**config.mk**
```make
export PLATFORM = sky130hd
export DESIGN_NAME = regfile_write_port
export DESIGN_NICKNAME = d
export VERILOG_FILES = /design/src/rtl/regfile_write_port_pkg.sv /design/src/rtl/regfile_write_port_decoder5to32.sv /design/src/rtl/regfile_write_port.sv
export SDC_FILE = /design/constraint.sdc
export NUM_CORES = 1
export LEC_CHECK = 0
export BUFFER_PORTS_ARGS = -buffer_cell sky130_fd_sc_hd__buf_4
export CAP_MARGIN = 5
export CORE_AREA = 2 2 415 417
export CTS_BUF_LIST = sky130_fd_sc_hd__clkbuf_4 sky130_fd_sc_hd__clkbuf_8
export CTS_CLUSTER_SIZE = 14
export DETAILED_ROUTE_END_ITERATION = 16
export DIE_AREA = 0 0 417 419
export PLACE_DENSITY = 0.41
export SLEW_MARGIN = 0
export SYNTH_ARGS = -nofsm -noshare
export SYNTH_HDL_FRONTEND = slang
export SYNTH_SLANG_ARGS = --single-unit
```
**constraint.sdc**
```tcl
create_clock -name clk -period 10.4 [get_ports clk]
set_input_delay 0 -clock clk [delete_from_list [all_inputs] [get_ports clk]]
set_output_delay 0 -clock clk [all_outputs]
set_load 0.02 [all_outputs]
```
**src/rtl/regfile_write_port_pkg.sv**
```systemverilog
// Shared constants, FSM encoding and slice helper for the register-file write port.
// Latency: n/a (package only).
// Backpressure: n/a (package only).
package regfile_write_port_pkg;

  // Register file geometry
  localparam int RF_WIDTH  = 32;
  localparam int RF_ADDR_W = 5;
  localparam int RF_NREGS  = 32;

  // Write-port controller states
  typedef enum logic {
    ST_IDLE  = 1'b0,
    ST_CLEAR = 1'b1
  } state_t;

  // Low bit of register idx inside the flattened register image
  function automatic int slice_lo(input int idx, input int width);
    return idx * width;
  endfunction

endpackage

```
**src/rtl/regfile_write_port_decoder5to32.sv**
```systemverilog
// Address-to-one-hot decoder shared by the commit path and the clear sweep.
// Latency: combinational, zero cycles.
// Backpressure: none; output is all zeros when i_en is low.
module decoder5to32
  import regfile_write_port_pkg::*;
#(
  parameter int ADDR_W = RF_ADDR_W,
  parameter int NOUT   = RF_NREGS
) (
  input  logic [ADDR_W-1:0] i_addr,
  input  logic              i_en,
  output logic [NOUT-1:0]   o_onehot
);

  // One bit per output line, only the addressed line may be high
  always_comb begin
    o_onehot = '0;
    for (int i = 0; i < NOUT; i++) begin
      o_onehot[i] = i_en && (i_addr == ADDR_W'(i));
    end
  end

endmodule

```
**src/rtl/regfile_write_port.sv**
```systemverilog
// Write side of the 32x32 register file: one-entry pending buffer, commit, clear sweep.
// Latency: accept at edge N, data visible on o_regs_flat and o_wr_ack high after edge N+1.
// Backpressure: o_wr_ready low during a sweep, while i_clear_req is high, or when pending and held.
module regfile_write_port
  import regfile_write_port_pkg::*;
#(
  parameter int WIDTH  = RF_WIDTH,
  parameter int ADDR_W = RF_ADDR_W,
  parameter int NREGS  = RF_NREGS
) (
  input  logic                   clk,
  input  logic                   rst_n,
  input  logic                   i_wr_valid,
  output logic                   o_wr_ready,
  input  logic [ADDR_W-1:0]      i_wr_addr,
  input  logic [WIDTH-1:0]       i_wr_data,
  output logic                   o_wr_ack,
  input  logic                   i_hold,
  input  logic                   i_clear_req,
  output logic                   o_clear_busy,
  output logic                   o_clear_done,
  output logic [NREGS*WIDTH-1:0] o_regs_flat
);

  localparam logic [ADDR_W-1:0] FIRST_IDX = ADDR_W'(1);
  localparam logic [ADDR_W-1:0] LAST_IDX  = ADDR_W'(NREGS - 1);

  // Controller state
  state_t            r_state;
  state_t            w_state_nxt;

  // One-entry pending write buffer
  logic              r_pend_v;
  logic [ADDR_W-1:0] r_pend_addr;
  logic [WIDTH-1:0]  r_pend_dat;

  // Clear sweep position (next register to zero)
  logic [ADDR_W-1:0] r_clr_idx;

  // Registered pulses
  logic              r_wr_ack;
  logic              r_clear_done;

  // Storage for registers 1..NREGS-1; register 0 is a constant zero
  logic [WIDTH-1:0]  r_regs [1:NREGS-1];

  // Datapath / control wires
  logic              w_wr_ready;
  logic              w_accept;
  logic              w_commit;
  logic              w_clr_step;
  logic              w_clr_last;
  logic              w_dec_en;
  logic [ADDR_W-1:0] w_dec_addr;
  logic [NREGS-1:0]  w_dec_oh;
  logic [WIDTH-1:0]  w_wr_dat;
  logic              w_unused_dec0;

  // Handshake and event qualification
  always_comb begin
    w_wr_ready = (r_state == ST_IDLE) && !i_clear_req && (!r_pend_v || !i_hold);
    w_accept   = i_wr_valid && w_wr_ready;
    w_commit   = r_pend_v && !i_hold && (r_state == ST_IDLE);
    w_clr_step = (r_state == ST_CLEAR) && !i_hold;
    w_clr_last = w_clr_step && (r_clr_idx == LAST_IDX);
  end

  // Shared decoder input: the sweep index owns the decoder while clearing
  always_comb begin
    w_dec_addr = (r_state == ST_CLEAR) ? r_clr_idx : r_pend_addr;
    w_dec_en   = w_commit || w_clr_step;
    w_wr_dat   = w_clr_step ? '0 : r_pend_dat;
  end

  decoder5to32 #(
    .ADDR_W (ADDR_W),
    .NOUT   (NREGS)
  ) u_dec (
    .i_addr   (w_dec_addr),
    .i_en     (w_dec_en),
    .o_onehot (w_dec_oh)
  );

  // Line 0 of the decoder has no storage behind it, so addr-0 writes vanish
  assign w_unused_dec0 = w_dec_oh[0];

  // Next-state logic: enter the sweep only once no write is pending
  always_comb begin
    w_state_nxt = r_state;
    case (r_state)
      ST_IDLE: begin
        if (i_clear_req && !r_pend_v) begin
          w_state_nxt = ST_CLEAR;
        end
      end
      ST_CLEAR: begin
        if (w_clr_last) begin
          w_state_nxt = ST_IDLE;
        end
      end
      default: w_state_nxt = ST_IDLE;
    endcase
  end

  // State register
  always_ff @(posedge clk) begin
    if (!rst_n) begin
      r_state <= ST_IDLE;
    end else begin
      r_state <= w_state_nxt;
    end
  end

  // Pending buffer: a same-edge accept refills the slot being committed
  always_ff @(posedge clk) begin
    if (!rst_n) begin
      r_pend_v    <= 1'b0;
      r_pend_addr <= '0;
      r_pend_dat  <= '0;
    end else if (w_accept) begin
      r_pend_v    <= 1'b1;
      r_pend_addr <= i_wr_addr;
      r_pend_dat  <= i_wr_data;
    end else if (w_commit) begin
      r_pend_v    <= 1'b0;
    end
  end

  // Sweep index advances on every unheld sweep edge and wraps back to 1
  always_ff @(posedge clk) begin
    if (!rst_n) begin
      r_clr_idx <= FIRST_IDX;
    end else if (w_clr_step) begin
      r_clr_idx <= w_clr_last ? FIRST_IDX : (r_clr_idx + ADDR_W'(1));
    end
  end

  // Completion pulses, one cycle after the committing / final sweep edge
  always_ff @(posedge clk) begin
    if (!rst_n) begin
      r_wr_ack     <= 1'b0;
      r_clear_done <= 1'b0;
    end else begin
      r_wr_ack     <= w_commit;
      r_clear_done <= w_clr_last;
    end
  end

  // Storage update through the one-hot enables
  always_ff @(posedge clk) begin
    for (int i = 1; i < NREGS; i++) begin
      if (!rst_n) begin
        r_regs[i] <= '0;
      end else if (w_dec_oh[i]) begin
        r_regs[i] <= w_wr_dat;
      end
    end
  end

  // Flattened register image
  assign o_regs_flat[slice_lo(0, WIDTH) +: WIDTH] = '0;
  for (genvar g = 1; g < NREGS; g++) begin : g_flat
    assign o_regs_flat[slice_lo(g, WIDTH) +: WIDTH] = r_regs[g];
  end

  assign o_wr_ready   = w_wr_ready;
  assign o_wr_ack     = r_wr_ack;
  assign o_clear_busy = (r_state == ST_CLEAR);
  assign o_clear_done = r_clear_done;

endmodule
```
==> results.py <==
metrics = {
    "power_and_ir_drop": {
        "peakVddDrop_mv": 0.129,
        "comb_power_share_pct": 10.4,
        "p_per_area_nw_per_um2": 174,
        "leakage_nw": 20.0,
        "clkPwrFrac_pct": 40.2,
        "p_sw_mw": 2.64,
        "seq_power_share_pct": 49.4,
        "p_int_mw": 7.00,
        "p_sw_share_pct": 27.4,
    },
    "floorplanning": {
        "initial_utilization_pct": 23.5,
        "die_w_um": 417,
        "die_h_um": 419,
        "row_count": 152,
        "coreArea_sq_um": 171000,
        "io_pins": 1070,
        "die-area_sq_um": 175000,
    },
    "layout": {
        "drive_gt1_share_pct": 42.6,
        "layout_common_cells": "buf_4 (1129), edfxtp_1 (992), nor3_1 (836)",
        "layout-area-overhead-vs-synth_pct": 38.3,
        "n_fill_cell": 17142,
        "final_util_pct": 32.5,
        "final_nets": 3826,
        "layout_commonest_cell": "buf_4",
    },
    "clock_tree": {
        "postCtsSetupRepairBufs": 0,
        "worstSkewPairLatency_ns": 0.96,
        "root_buffer": "clkbuf_8",
        "clock-sinks": 1038,
        "cts_made_buffers": 187,
        "cts-htree-levels": 4,
        "cts_resized": 0,
        "cts_tree": "built",
        "clk_pin_slew_worst_paths_ns": 0.06,
        "clockBufferDepth": 3,
    },
    "timing": {
        "hold_violations": 0,
        "holdWs_ns": 0.274,
        "drv_slew": 31,
        "setup_viol": 0,
        "timing.final.crit_period_ns": 4.27,
        "max_slew.worst_pin.slew_ns": 1.56,
        "min_period_over_period_pct": 41.1,
        "fmaxAchievable_mhz": 234,
        "slew_headroom_pct": -3.76,
        "fin_worst_skew_ns": 0.0647,
        "setup_tns_ns": 0,
        "rsz0062_at_grt": "false",
    },
    "place": {
        "place_congestion": 0.755,
        "hpwl_um": 116000,
        "io_buffers": 1037,
    },
    "worst_setup_path": {
        "worstPathArrival_ns": 4.89,
        "cp_max_fo": 66,
        "required_ns": 11.02,
        "cpMaxStageDelayCell": "buf_4",
        "startpoint_type": "flip-flop",
        "critical-path-max-stage-delay_ns": 0.80,
        "r2r_end": "r_regs[0][747]",
        "crit_buf_inv": 4,
        "reg2regPathDepth": 7,
        "worstPathCellList": "buf_4 > and3b_1 > a31oi_4 > buf_4 > buf_4 > o31ai_4 > buf_4",
        "r2r_slack_ns": 6.13,
        "r2r-start": "o_clear_busy",
        "cp_common_cell": "buf_4",
        "critical_path_class": "reg -> reg",
        "end_kind": "flip-flop",
        "cp_top_family": "buffers and inverters",
    },
    "global_route": {
        "grt_pass1_wl_um": 254000,
        "first_global_vias": 28468,
        "gr-total-overflow": 0,
        "antenna_found_initial": 14,
        "grt_usage_pct": 21.3,
        "grt_max_degree": 157,
    },
    "run": {
        "max_cap_violations": 0,
    },
    "detailed_routing": {
        "drt_first_pass_iters": 5,
        "via_per_inst": 4.69,
        "drt_iter0_drc": 2223,
        "wl_per_cell_um": 31.3,
        "wl_um": 193000,
        "route.detailed.drc": 0,
        "postRouteAntennaNets": 0,
        "vias": 28888,
    },
    "logic_synthesis": {
        "synth_ff_type": "edfxtp_1",
        "synth.cell_area_sq_um": 40100,
        "syn_avg_cell_area_sq_um": 15.1,
        "synth_edf_count": 992,
        "ys_types": 42,
        "yosysTopAreaCell": "edfxtp_1",
        "ys_seq_area_share_pct": 76.5,
        "ys_warn_count": 0,
        "synthCells": 2663,
        "async_reset_ff_share_pct": 0,
        "synth_top_area_share_pct": 74.2,
        "synth_area_leaders": "edfxtp_1 (74%), nor3_1 (10%), nor3_2 (3.9%)",
        "ys_seq_elements": 1038,
    },
    "min_path": {
        "min_to": "r_pend_v",
        "hp-start": "i_wr_valid",
        "hold_path_class": "in -> reg",
        "hold_depth": 4,
    },
    "outcome": {
        "status": "finished, violations left",
        "violations": "max-slew violations",
    },
}
-- repair_timing --
item	CTS	global route
hold buffers	152	0
setup endpoints to repair	0	0
endpoints found under the hold margin	46	0
-- metrics by stage --
stage	worst slack [ns]	total power, mW	cell area, sq um	cells
2_1_floorplan	6.19	5.30	40200	2694
6_report	6.13	9.64	55500	6161
3_5_place_dp	6.01	5.82	50400	5674
4_1_cts	6.03	9.77	55500	6157
3_3_place_gp	6.12	5.82	50400	5674
5_1_grt	5.83	9.95	55500	6160
-- power groups by stage --
stage          Clock, mW  Sequential (mW)  Combinational [mW]
3_3_place_gp           0             4.85               0.976
3_5_place_dp           0             4.85               0.975
6_report            3.88             4.76               0.998
2_1_floorplan          0             5.03               0.264
5_1_grt             4.14             4.78                1.03
4_1_cts             3.98             4.76                1.02
-- cell type report --
type                       instances  area, sq um  share of cell area (%)
inverter                           3         11.3                  0.0203
clock inverter                    79          508                   0.915
sequential                      1038        30700                    55.3
clock buffer                     252         3090                    5.57
timing repair buffer            1283        10000                    18.1
tap                             2233         2790                    5.03
multi-input combinational       1269         8340                    15.0
antenna                            4         10.0                  0.0180
-- per-layer routing --
layer  wire, um  up-vias  global-route usage [%]
met5         13        -                       0
met4       9530        2                    10.0
met3      14200      336                    6.33
met2      96300     1242                    36.4
met1      72500    15013                    24.5
li1           -    12295                       -
-- registers in the layout, summed over array words and instances, names as in the netlist --
signal,cells
r_pend_v,1
o_clear_busy,1
r_pend_addr,5
o_clear_done,1
o_wr_ack,1
r_regs,992
r_clr_idx,5
r_pend_dat,32
-- cells by family after synthesis --
family	share of synthesized area, %
AND/OR/NAND/NOR	16.0
flip-flops	76.5
buffers and inverters	4.92
AO/OA/AOI/OAI	2.48
adder cells (fa/ha/maj)	0.0624
multiplexers	0.0249
other	0.00935
-- worst max-delay path by stage --
stage | startpoint | end | slack [ns] | cells after the start
finish | o_clear_busy | r_regs[0][747] | 6.13 | 7
global route | o_clear_busy | r_regs[0][741] | 5.83 | 7
CTS | o_clear_busy | r_regs[0][741] | 6.03 | 7
detailed placement | o_clear_busy | r_regs[0][740] | 6.01 | 7
global placement | o_clear_busy | r_regs[0][757] | 6.12 | 7
floorplan | o_clear_busy | r_regs[0][256] | 6.19 | 5
-- cells in the mapped netlist (2+ instances only) --
| master | n |
|---|---|
| o221ai_1 | 5 |
| buf_2 | 203 |
| buf_1 | 3 |
| o21a_1 | 37 |
| nor3_1 | 836 |
| clkbuf_1 | 118 |
| ha_1 | 2 |
| nand2_1 | 34 |
| and3b_1 | 7 |
| a21boi_0 | 40 |
| nor3b_2 | 3 |
| a31oi_1 | 4 |
| o221ai_2 | 3 |
| nor2_1 | 8 |
| nor3b_1 | 5 |
| o31ai_1 | 29 |
| buf_4 | 49 |
| dfxtp_1 | 46 |
| buf_6 | 11 |
| o21ai_0 | 6 |
| o21ai_1 | 2 |
| inv_1 | 3 |
| nor3_2 | 158 |
| edfxtp_1 | 992 |
| nor2b_1 | 3 |
| and3_1 | 40 |
-- worst register-to-register path: cells and delay by family (launching register included) --
family          cells  cell delay [ns]
flops               1             0.65
buf+inv             4             2.26
simple gates        1             0.24
compound gates      2             0.78
No activity file was read; power rests on OpenSTA's default activity.
